$ cat src/rtl/pipe_pkg.sv
// Shared definitions for the pipeline-stage buffer: control-word layout and state encoding.
package pipe_pkg;

  localparam int CTRL_W = 8;

  localparam int CTRL_RD_RAM  = 0;
  localparam int CTRL_WR_RAM  = 1;
  localparam int CTRL_DEMUX   = 2;
  localparam int CTRL_WR_BR   = 3;
  localparam int CTRL_ALU_LSB = 4;
  localparam int CTRL_ALU_MSB = 7;

  typedef enum logic [1:0] {
    EMPTY = 2'd0,
    BUSY  = 2'd1,
    FULL  = 2'd2
  } state_e;

endpackage

$ cat src/rtl/pipe_slot.sv
// One storage slot of the stage buffer: {ctrl, wA, DR1, DR2} with load, clear-ctrl and clear-all.
module pipe_slot #(
  parameter int DATA_W = 32,
  parameter int ADDR_W = 5,
  parameter int CTRL_W = 8
) (
  input  logic              clk,
  input  logic              clr_all_i,
  input  logic              load_i,
  input  logic              clr_ctrl_i,
  input  logic [CTRL_W-1:0] ctrl_i,
  input  logic [ADDR_W-1:0] wa_i,
  input  logic [DATA_W-1:0] dr1_i,
  input  logic [DATA_W-1:0] dr2_i,
  output logic [CTRL_W-1:0] ctrl_o,
  output logic [ADDR_W-1:0] wa_o,
  output logic [DATA_W-1:0] dr1_o,
  output logic [DATA_W-1:0] dr2_o
);
  import pipe_pkg::*;

  logic [CTRL_W-1:0] ctrl_q, ctrl_d;
  logic [ADDR_W-1:0] wa_q, wa_d;
  logic [DATA_W-1:0] dr1_q, dr1_d;
  logic [DATA_W-1:0] dr2_q, dr2_d;

  // Data fields keep their last value when only the ctrl field is cleared.
  always_comb begin
    ctrl_d = ctrl_q;
    wa_d   = wa_q;
    dr1_d  = dr1_q;
    dr2_d  = dr2_q;
    if (clr_all_i) begin
      ctrl_d = '0;
      wa_d   = '0;
      dr1_d  = '0;
      dr2_d  = '0;
    end else if (load_i) begin
      ctrl_d = ctrl_i;
      wa_d   = wa_i;
      dr1_d  = dr1_i;
      dr2_d  = dr2_i;
    end else if (clr_ctrl_i) begin
      ctrl_d = '0;
    end
  end

  always_ff @(posedge clk) begin
    ctrl_q <= ctrl_d;
    wa_q   <= wa_d;
    dr1_q  <= dr1_d;
    dr2_q  <= dr2_d;
  end

  assign ctrl_o = ctrl_q;
  assign wa_o   = wa_q;
  assign dr1_o  = dr1_q;
  assign dr2_o  = dr2_q;

endmodule

$ cat src/rtl/pipe_stage_buf.sv
// Pipeline-stage register with valid/ready handshake, 2-entry skid buffer and flush.
// Optional macro PIPE_STAGE_PERF_EN adds stall and bubble counters.
module pipe_stage_buf #(
  parameter int DATA_W = 32,
  parameter int ADDR_W = 5,
  parameter int CTRL_W = pipe_pkg::CTRL_W
) (
  input  logic              clk,
  input  logic              rst,
  input  logic              i_flush,
  input  logic              i_valid,
  output logic              o_ready,
  input  logic [CTRL_W-1:0] i_ctrl,
  input  logic [ADDR_W-1:0] i_wA,
  input  logic [DATA_W-1:0] i_DR1,
  input  logic [DATA_W-1:0] i_DR2,
  output logic              o_valid,
  input  logic              i_ready,
  output logic [CTRL_W-1:0] o_ctrl,
  output logic [ADDR_W-1:0] o_wA,
  output logic [DATA_W-1:0] o_DR1,
  output logic [DATA_W-1:0] o_DR2
`ifdef PIPE_STAGE_PERF_EN
  ,
  output logic [15:0]       o_stall_cnt,
  output logic [15:0]       o_bubble_cnt
`endif
);
  import pipe_pkg::*;

  state_e state_q, state_d;
  logic   in_fire, out_fire;
  logic   main_load, main_from_skid, main_clr;
  logic   skid_load, skid_clr;

  logic [CTRL_W-1:0] skid_ctrl, main_ctrl_in;
  logic [ADDR_W-1:0] skid_wa, main_wa_in;
  logic [DATA_W-1:0] skid_dr1, skid_dr2, main_dr1_in, main_dr2_in;

  assign o_valid  = (state_q != EMPTY);
  assign o_ready  = (state_q != FULL);
  assign in_fire  = i_valid & o_ready;
  assign out_fire = o_valid & i_ready;

  always_comb begin
    state_d        = state_q;
    main_load      = 1'b0;
    main_from_skid = 1'b0;
    main_clr       = 1'b0;
    skid_load      = 1'b0;
    skid_clr       = 1'b0;
    if (i_flush) begin
      state_d  = EMPTY;
      main_clr = 1'b1;
      skid_clr = 1'b1;
    end else begin
      case (state_q)
        EMPTY: if (in_fire) begin
          main_load = 1'b1;
          state_d   = BUSY;
        end
        BUSY: begin
          if (in_fire && out_fire) begin
            main_load = 1'b1;
          end else if (in_fire) begin
            skid_load = 1'b1;
            state_d   = FULL;
          end else if (out_fire) begin
            main_clr = 1'b1;
            state_d  = EMPTY;
          end
        end
        FULL: if (i_ready) begin
          main_load      = 1'b1;
          main_from_skid = 1'b1;
          skid_clr       = 1'b1;
          state_d        = BUSY;
        end
        default: state_d = EMPTY;
      endcase
    end
  end

  always_ff @(posedge clk) begin
    if (rst) state_q <= EMPTY;
    else     state_q <= state_d;
  end

  assign main_ctrl_in = main_from_skid ? skid_ctrl : i_ctrl;
  assign main_wa_in   = main_from_skid ? skid_wa   : i_wA;
  assign main_dr1_in  = main_from_skid ? skid_dr1  : i_DR1;
  assign main_dr2_in  = main_from_skid ? skid_dr2  : i_DR2;

  pipe_slot #(.DATA_W(DATA_W), .ADDR_W(ADDR_W), .CTRL_W(CTRL_W)) u_main (
    .clk        (clk),
    .clr_all_i  (rst),
    .load_i     (main_load),
    .clr_ctrl_i (main_clr),
    .ctrl_i     (main_ctrl_in),
    .wa_i       (main_wa_in),
    .dr1_i      (main_dr1_in),
    .dr2_i      (main_dr2_in),
    .ctrl_o     (o_ctrl),
    .wa_o       (o_wA),
    .dr1_o      (o_DR1),
    .dr2_o      (o_DR2)
  );

  pipe_slot #(.DATA_W(DATA_W), .ADDR_W(ADDR_W), .CTRL_W(CTRL_W)) u_skid (
    .clk        (clk),
    .clr_all_i  (rst),
    .load_i     (skid_load),
    .clr_ctrl_i (skid_clr),
    .ctrl_i     (i_ctrl),
    .wa_i       (i_wA),
    .dr1_i      (i_DR1),
    .dr2_i      (i_DR2),
    .ctrl_o     (skid_ctrl),
    .wa_o       (skid_wa),
    .dr1_o      (skid_dr1),
    .dr2_o      (skid_dr2)
  );

`ifdef PIPE_STAGE_PERF_EN
  logic [15:0] stall_q, bubble_q;

  // A bubble is counted only when the flush throws away a held entry.
  always_ff @(posedge clk) begin
    if (rst) begin
      stall_q  <= '0;
      bubble_q <= '0;
    end else begin
      if (o_valid && !i_ready && stall_q != 16'hFFFF) stall_q <= stall_q + 16'd1;
      if (i_flush && o_valid && bubble_q != 16'hFFFF) bubble_q <= bubble_q + 16'd1;
    end
  end

  assign o_stall_cnt  = stall_q;
  assign o_bubble_cnt = bubble_q;
`endif

endmodule

$ cat config.mk
export PLATFORM = sky130hd
export DESIGN_NAME = pipe_stage_buf
export DESIGN_NICKNAME = d
export VERILOG_FILES = /design/src/rtl/pipe_pkg.sv /design/src/rtl/pipe_slot.sv /design/src/rtl/pipe_stage_buf.sv
export SDC_FILE = /design/constraint.sdc
export NUM_CORES = 1
export LEC_CHECK = 0
export CORE_ASPECT_RATIO = 2
export CORE_MARGIN = 8
export CORE_UTILIZATION = 45
export CTS_CLUSTER_DIAMETER = 120
export CTS_CLUSTER_SIZE = 25
export DETAILED_ROUTE_END_ITERATION = 8
export PLACE_DENSITY = 0.74
export SLEW_MARGIN = 10
export SYNTH_ARGS = -nofsm -noshare
export SYNTH_HDL_FRONTEND = slang
export SYNTH_SLANG_ARGS = --single-unit
$ cat constraint.sdc
create_clock -name clk -period 1.8 [get_ports clk]
set_input_delay 0.18 -clock clk [delete_from_list [all_inputs] [get_ports clk]]
set_output_delay 0.18 -clock clk [all_outputs]
set_load 0.01 [all_outputs]
==> flow_summary.html <==
<table>
<tr><th>Metric</th><th>Value</th></tr>
<tr><th colspan="2">Outcome</th></tr>
<tr><td>Outcome</td><td>complete, no violations</td></tr>
<tr><th colspan="2">Synthesis</th></tr>
<tr><td>Number of flops mapped to enable cells by yosys</td><td>0</td></tr>
<tr><td>Simple-gate portion of the synthesized area</td><td>0.191</td></tr>
<tr><td>Ranking of synthesized cells by instance count</td><td>160 x a21oi_1, 160 x nand2_1, 156 x dfxtp_1</td></tr>
<tr><td>Number of warnings reported in the yosys synthesis log</td><td>0</td></tr>
<tr><td>Cell count after synthesis</td><td>slightly below 800</td></tr>
<tr><td>Yosys top cell by area</td><td>dfxtp_1</td></tr>
<tr><td>Dominant cells by area after synthesis</td><td>dfxtp_1 47%, a21oi_1 12%, nand2_1 9.0%</td></tr>
<tr><td>Post-synth cell types</td><td>35</td></tr>
<tr><td>Share of cell area taken by muxes after synthesis</td><td>0.0957</td></tr>
<tr><td>Combinational family with the most area after synthesis</td><td>simple AND/OR/NAND/NOR gates</td></tr>
<tr><td>Synth Net Count</td><td>874</td></tr>
<tr><td>Share of synthesized area occupied by flip-flops and latches</td><td>0.467</td></tr>
<tr><td>Top_reg_cell synth</td><td>dfxtp_1</td></tr>
<tr><td>Synthesized area divided by synthesized cell count</td><td>roughly 8.4 µm²</td></tr>
<tr><td>Xor and xnor fraction of the mapped netlist area</td><td>0</td></tr>
<tr><td>Share of the synthesized area in compound gates (AO/OA/AOI/OAI)</td><td>0.184</td></tr>
<tr><td>Yosys top cell area share</td><td>0.467</td></tr>
<tr><td>Post-synthesis adder-cell area fraction</td><td>0</td></tr>
<tr><td>Fraction of registers with async set or reset after synthesis</td><td>0</td></tr>
<tr><td>Area of the mapped netlist</td><td>6680 µm²</td></tr>
<tr><td>Post-synthesis register bit count</td><td>156</td></tr>
<tr><th colspan="2">Placed design</th></tr>
<tr><td>PortBufs</td><td>160</td></tr>
<tr><td>Final HPWL from detailed placement</td><td>12.5 mm</td></tr>
<tr><td>Placed Instance Area</td><td>8500 µm²</td></tr>
<tr><td>Weighted congestion at the end of routability-driven global placement</td><td>0.794</td></tr>
<tr><th colspan="2">GRT</th></tr>
<tr><td>Antenna violations before repair</td><td>1</td></tr>
<tr><td>Largest net degree at the start of global routing</td><td>92</td></tr>
<tr><td>Total GRT Usage</td><td>0.194</td></tr>
<tr><td>Global-route wire length before repair</td><td>about 30 mm</td></tr>
<tr><td>Final global-route overflow total</td><td>0</td></tr>
<tr><td>Vias in the first global route</td><td>a little over 6,000</td></tr>
<tr><th colspan="2">Job</th></tr>
<tr><td>MaxCap Viol Count</td><td>0</td></tr>
<tr><th colspan="2">Timing</th></tr>
<tr><td>Final clock period utilization by the worst path</td><td>0.893</td></tr>
<tr><td>Setup TNS</td><td>0 ps</td></tr>
<tr><td>Fin Hold WS</td><td>roughly 150 ps</td></tr>
<tr><td>Pins over their slew limit</td><td>0</td></tr>
<tr><td>Time the final worst path needs with I/O delays and setup</td><td>1610 ps</td></tr>
<tr><td>Skew final</td><td>between 8 and 9 ps</td></tr>
<tr><td>Count of final setup violators</td><td>0</td></tr>
<tr><td>Max frequency</td><td>just over 600 MHz</td></tr>
<tr><td>Slew at the pin with the worst max-slew slack</td><td>568 ps</td></tr>
<tr><td>Final Hold Vio Count</td><td>0</td></tr>
<tr><td>Slew margin rel.</td><td>0.621</td></tr>
<tr><td>RSZ-0062 raised after global routing</td><td>no</td></tr>
<tr><th colspan="2">Power and ir drop</th></tr>
<tr><td>P_leak</td><td>0.00324 µW</td></tr>
<tr><td>Final Total Pwr</td><td>8070 µW</td></tr>
<tr><td>Total power density per cell area</td><td>888 nW/µm²</td></tr>
<tr><td>Peak supply drop</td><td>roughly 0.00072 V</td></tr>
<tr><th colspan="2">Routing</th></tr>
<tr><td>Met2 layer wire length in the routed design</td><td>between 8 and 9 mm</td></tr>
<tr><td>Number of design rule violations left after detail routing</td><td>0</td></tr>
<tr><td>Uppermost signal routing layer after detailed routing</td><td>met5</td></tr>
<tr><td>Overall via count from detail_route</td><td>6,207</td></tr>
<tr><td>Detailed-routed wire length on met3</td><td>1.67 mm</td></tr>
<tr><td>Number of DRC violations after detailed-routing iteration 0</td><td>332</td></tr>
<tr><td>Met1 wire length</td><td>slightly below 8 mm</td></tr>
<tr><td>Average wire length per cell after detail routing</td><td>16.6 µm</td></tr>
<tr><td>Drt pass-1 iters</td><td>5</td></tr>
<tr><td>Via count normalized by instance count</td><td>5.47</td></tr>
<tr><td>Post-DRT Antenna Nets</td><td>0</td></tr>
<tr><td>Routed wire length</td><td>18.8 mm</td></tr>
<tr><th colspan="2">Critical path</th></tr>
<tr><td>Worst-path maximum fanout</td><td>47</td></tr>
<tr><td>Crit end category</td><td>flip-flop</td></tr>
<tr><td>Element type at the critical path start</td><td>flip-flop</td></tr>
<tr><td>CP Data Required Time</td><td>around 2100 ps</td></tr>
<tr><td>Arrival time reported for the critical path endpoint</td><td>1930 ps</td></tr>
<tr><td>Critical Setup Path Class</td><td>flip-flop to flip-flop</td></tr>
<tr><th colspan="2">Floorplan</th></tr>
<tr><td>DIE AREA</td><td>19,200 µm²</td></tr>
<tr><td>Row count</td><td>63</td></tr>
<tr><td>Starting utilization of the core area</td><td>0.456</td></tr>
<tr><td>Core Box Area</td><td>roughly 15,000 µm²</td></tr>
<tr><td>IO Count</td><td>161</td></tr>
<tr><td>Floorplan die width</td><td>102 µm</td></tr>
<tr><td>Height of the die</td><td>188 µm</td></tr>
<tr><th colspan="2">Finish</th></tr>
<tr><td>Utilization after layout</td><td>0.620</td></tr>
<tr><td>Cell area after layout</td><td>9090 µm²</td></tr>
<tr><td>Layout cell share with drive strength beyond 1</td><td>0.0990</td></tr>
<tr><td>Number of antenna cells inserted</td><td>0</td></tr>
<tr><td>Syn-to-layout area delta</td><td>36.0%</td></tr>
<tr><td>Fill cell instance count of the final layout</td><td>1,296</td></tr>
<tr><td>Total number of nets in the final design</td><td>1,008</td></tr>
<tr><th colspan="2">Clock tree</th></tr>
<tr><td>Setup bufs post-CTS</td><td>0</td></tr>
<tr><td>CTS HTree Levels</td><td>4</td></tr>
<tr><td>Total of hold buffers inserted after clock tree synthesis</td><td>0</td></tr>
<tr><td>Clock Root Buffer</td><td>clkbuf_16</td></tr>
<tr><td>Maximum count of clock buffers along a single path</td><td>2</td></tr>
<tr><td>Clock tree from TritonCTS</td><td>done</td></tr>
<tr><td>Cts bufs inserted</td><td>17</td></tr>
<tr><td>Sinks on Clock Net</td><td>156</td></tr>
<tr><td>Clock latency reported for the late side of the worst-skew pair</td><td>410 ps</td></tr>
<tr><td>Clock edge transition at the registers on the reported setup and hold paths</td><td>70 ps</td></tr>
<tr><th colspan="2">Worst hold path</th></tr>
<tr><td>Class of the tightest hold or removal check</td><td>primary input to flip-flop</td></tr>
</table>
==> critical path, cell delays in order, from the launching register on <==
cell and delay [ps]:
dfxtp_2 380, nor2b_1 180, buf_4 180, and3_2 290, buf_12 260, nand2_1 80, a21oi_1 140
==> worst paths after layout <==
kind	start	to	slack, ps	depth (start not counted)
setup / recovery	state_q[1]$_SDFFE_PP0P_	u_skid.dr2_o[1]$_SDFFE_PP0P_	190	6
hold reg to reg	u_skid.dr2_o[9]$_SDFFE_PP0P_	u_skid.dr2_o[9]$_SDFFE_PP0P_	450	2
setup reg to reg	state_q[1]$_SDFFE_PP0P_	u_skid.dr2_o[1]$_SDFFE_PP0P_	190	6
hold / removal	rst	u_skid.dr1_o[17]$_SDFFE_PP0P_	150	2
==> cell type report <==
type / count / area (µm²) / area share
Clock buffer: 19 / 453 / 0.0498
Inverter: 1 / 3.75 / 0.000413
Multi-Input combinational cell: 558 / 3170 / 0.349
Clock inverter: 13 / 130 / 0.0143
Timing Repair Buffer: 192 / 1960 / 0.216
Sequential cell: 156 / 3130 / 0.344
Tap cell: 195 / 244 / 0.0268
==> flip-flops by register name, summed over array words and instances (netlist names) <==
signal,flops
u_main.ctrl_o,8
u_main.dr2_o,32
u_skid.dr1_o,32
u_skid.ctrl_o,8
u_skid.wa_o,5
state_q,2
u_main.dr1_o,32
u_main.wa_o,5
u_skid.dr2_o,32
==> metrics by stage <==
step	setup WS (ps)	std cells
final	193	1134
after global routing	82.9	1134
after CTS	10.9	1134
after detailed placement	-130	1102
after global placement	-75.3	1102
after floorplan	334	792
==> where the power goes <==
| group | total, µW | internal [µW] | leakage [µW] | switching, µW |
|---|---|---|---|---|
| Clock | 3490 | 2010 | 0.000279 | 1470 |
| Sequential | 3620 | 3560 | 0.00127 | 59.7 |
| Combinational | 960 | 501 | 0.00169 | 460 |
==> logic make-up after synthesis <==
family | count (synthesis)
compound gates | 229
flops | 156
simple gates | 271
buf+inv | 78
mux | 58
==> layer usage <==
layer | global-route usage | vias up
li1 | - | 3018
met1 | 0.240 | 2930
met2 | 0.313 | 235
met3 | 0.0543 | 22
met4 | 0.0603 | 2
met5 | 0 | -
==> layout by cell type (no fill, tap or decap), types with 12 or more instances in the layout <==
cell type,instances
nand3_1,47
dfxtp_1,154
nand2_1,160
a21oi_1,160
clkdlybuf4s50_1,156
clkbuf_16,17
o21ai_0,47
buf_4,23
and3_1,21
mux2_1,47
nor3_2,12
==> what timing repair did <==
action | CTS | global route
gates resized for setup | 2 | 2
setup endpoints to repair | 2 | 2
cloned | 0 | 0
No activity file was read; power rests on OpenSTA's default activity.
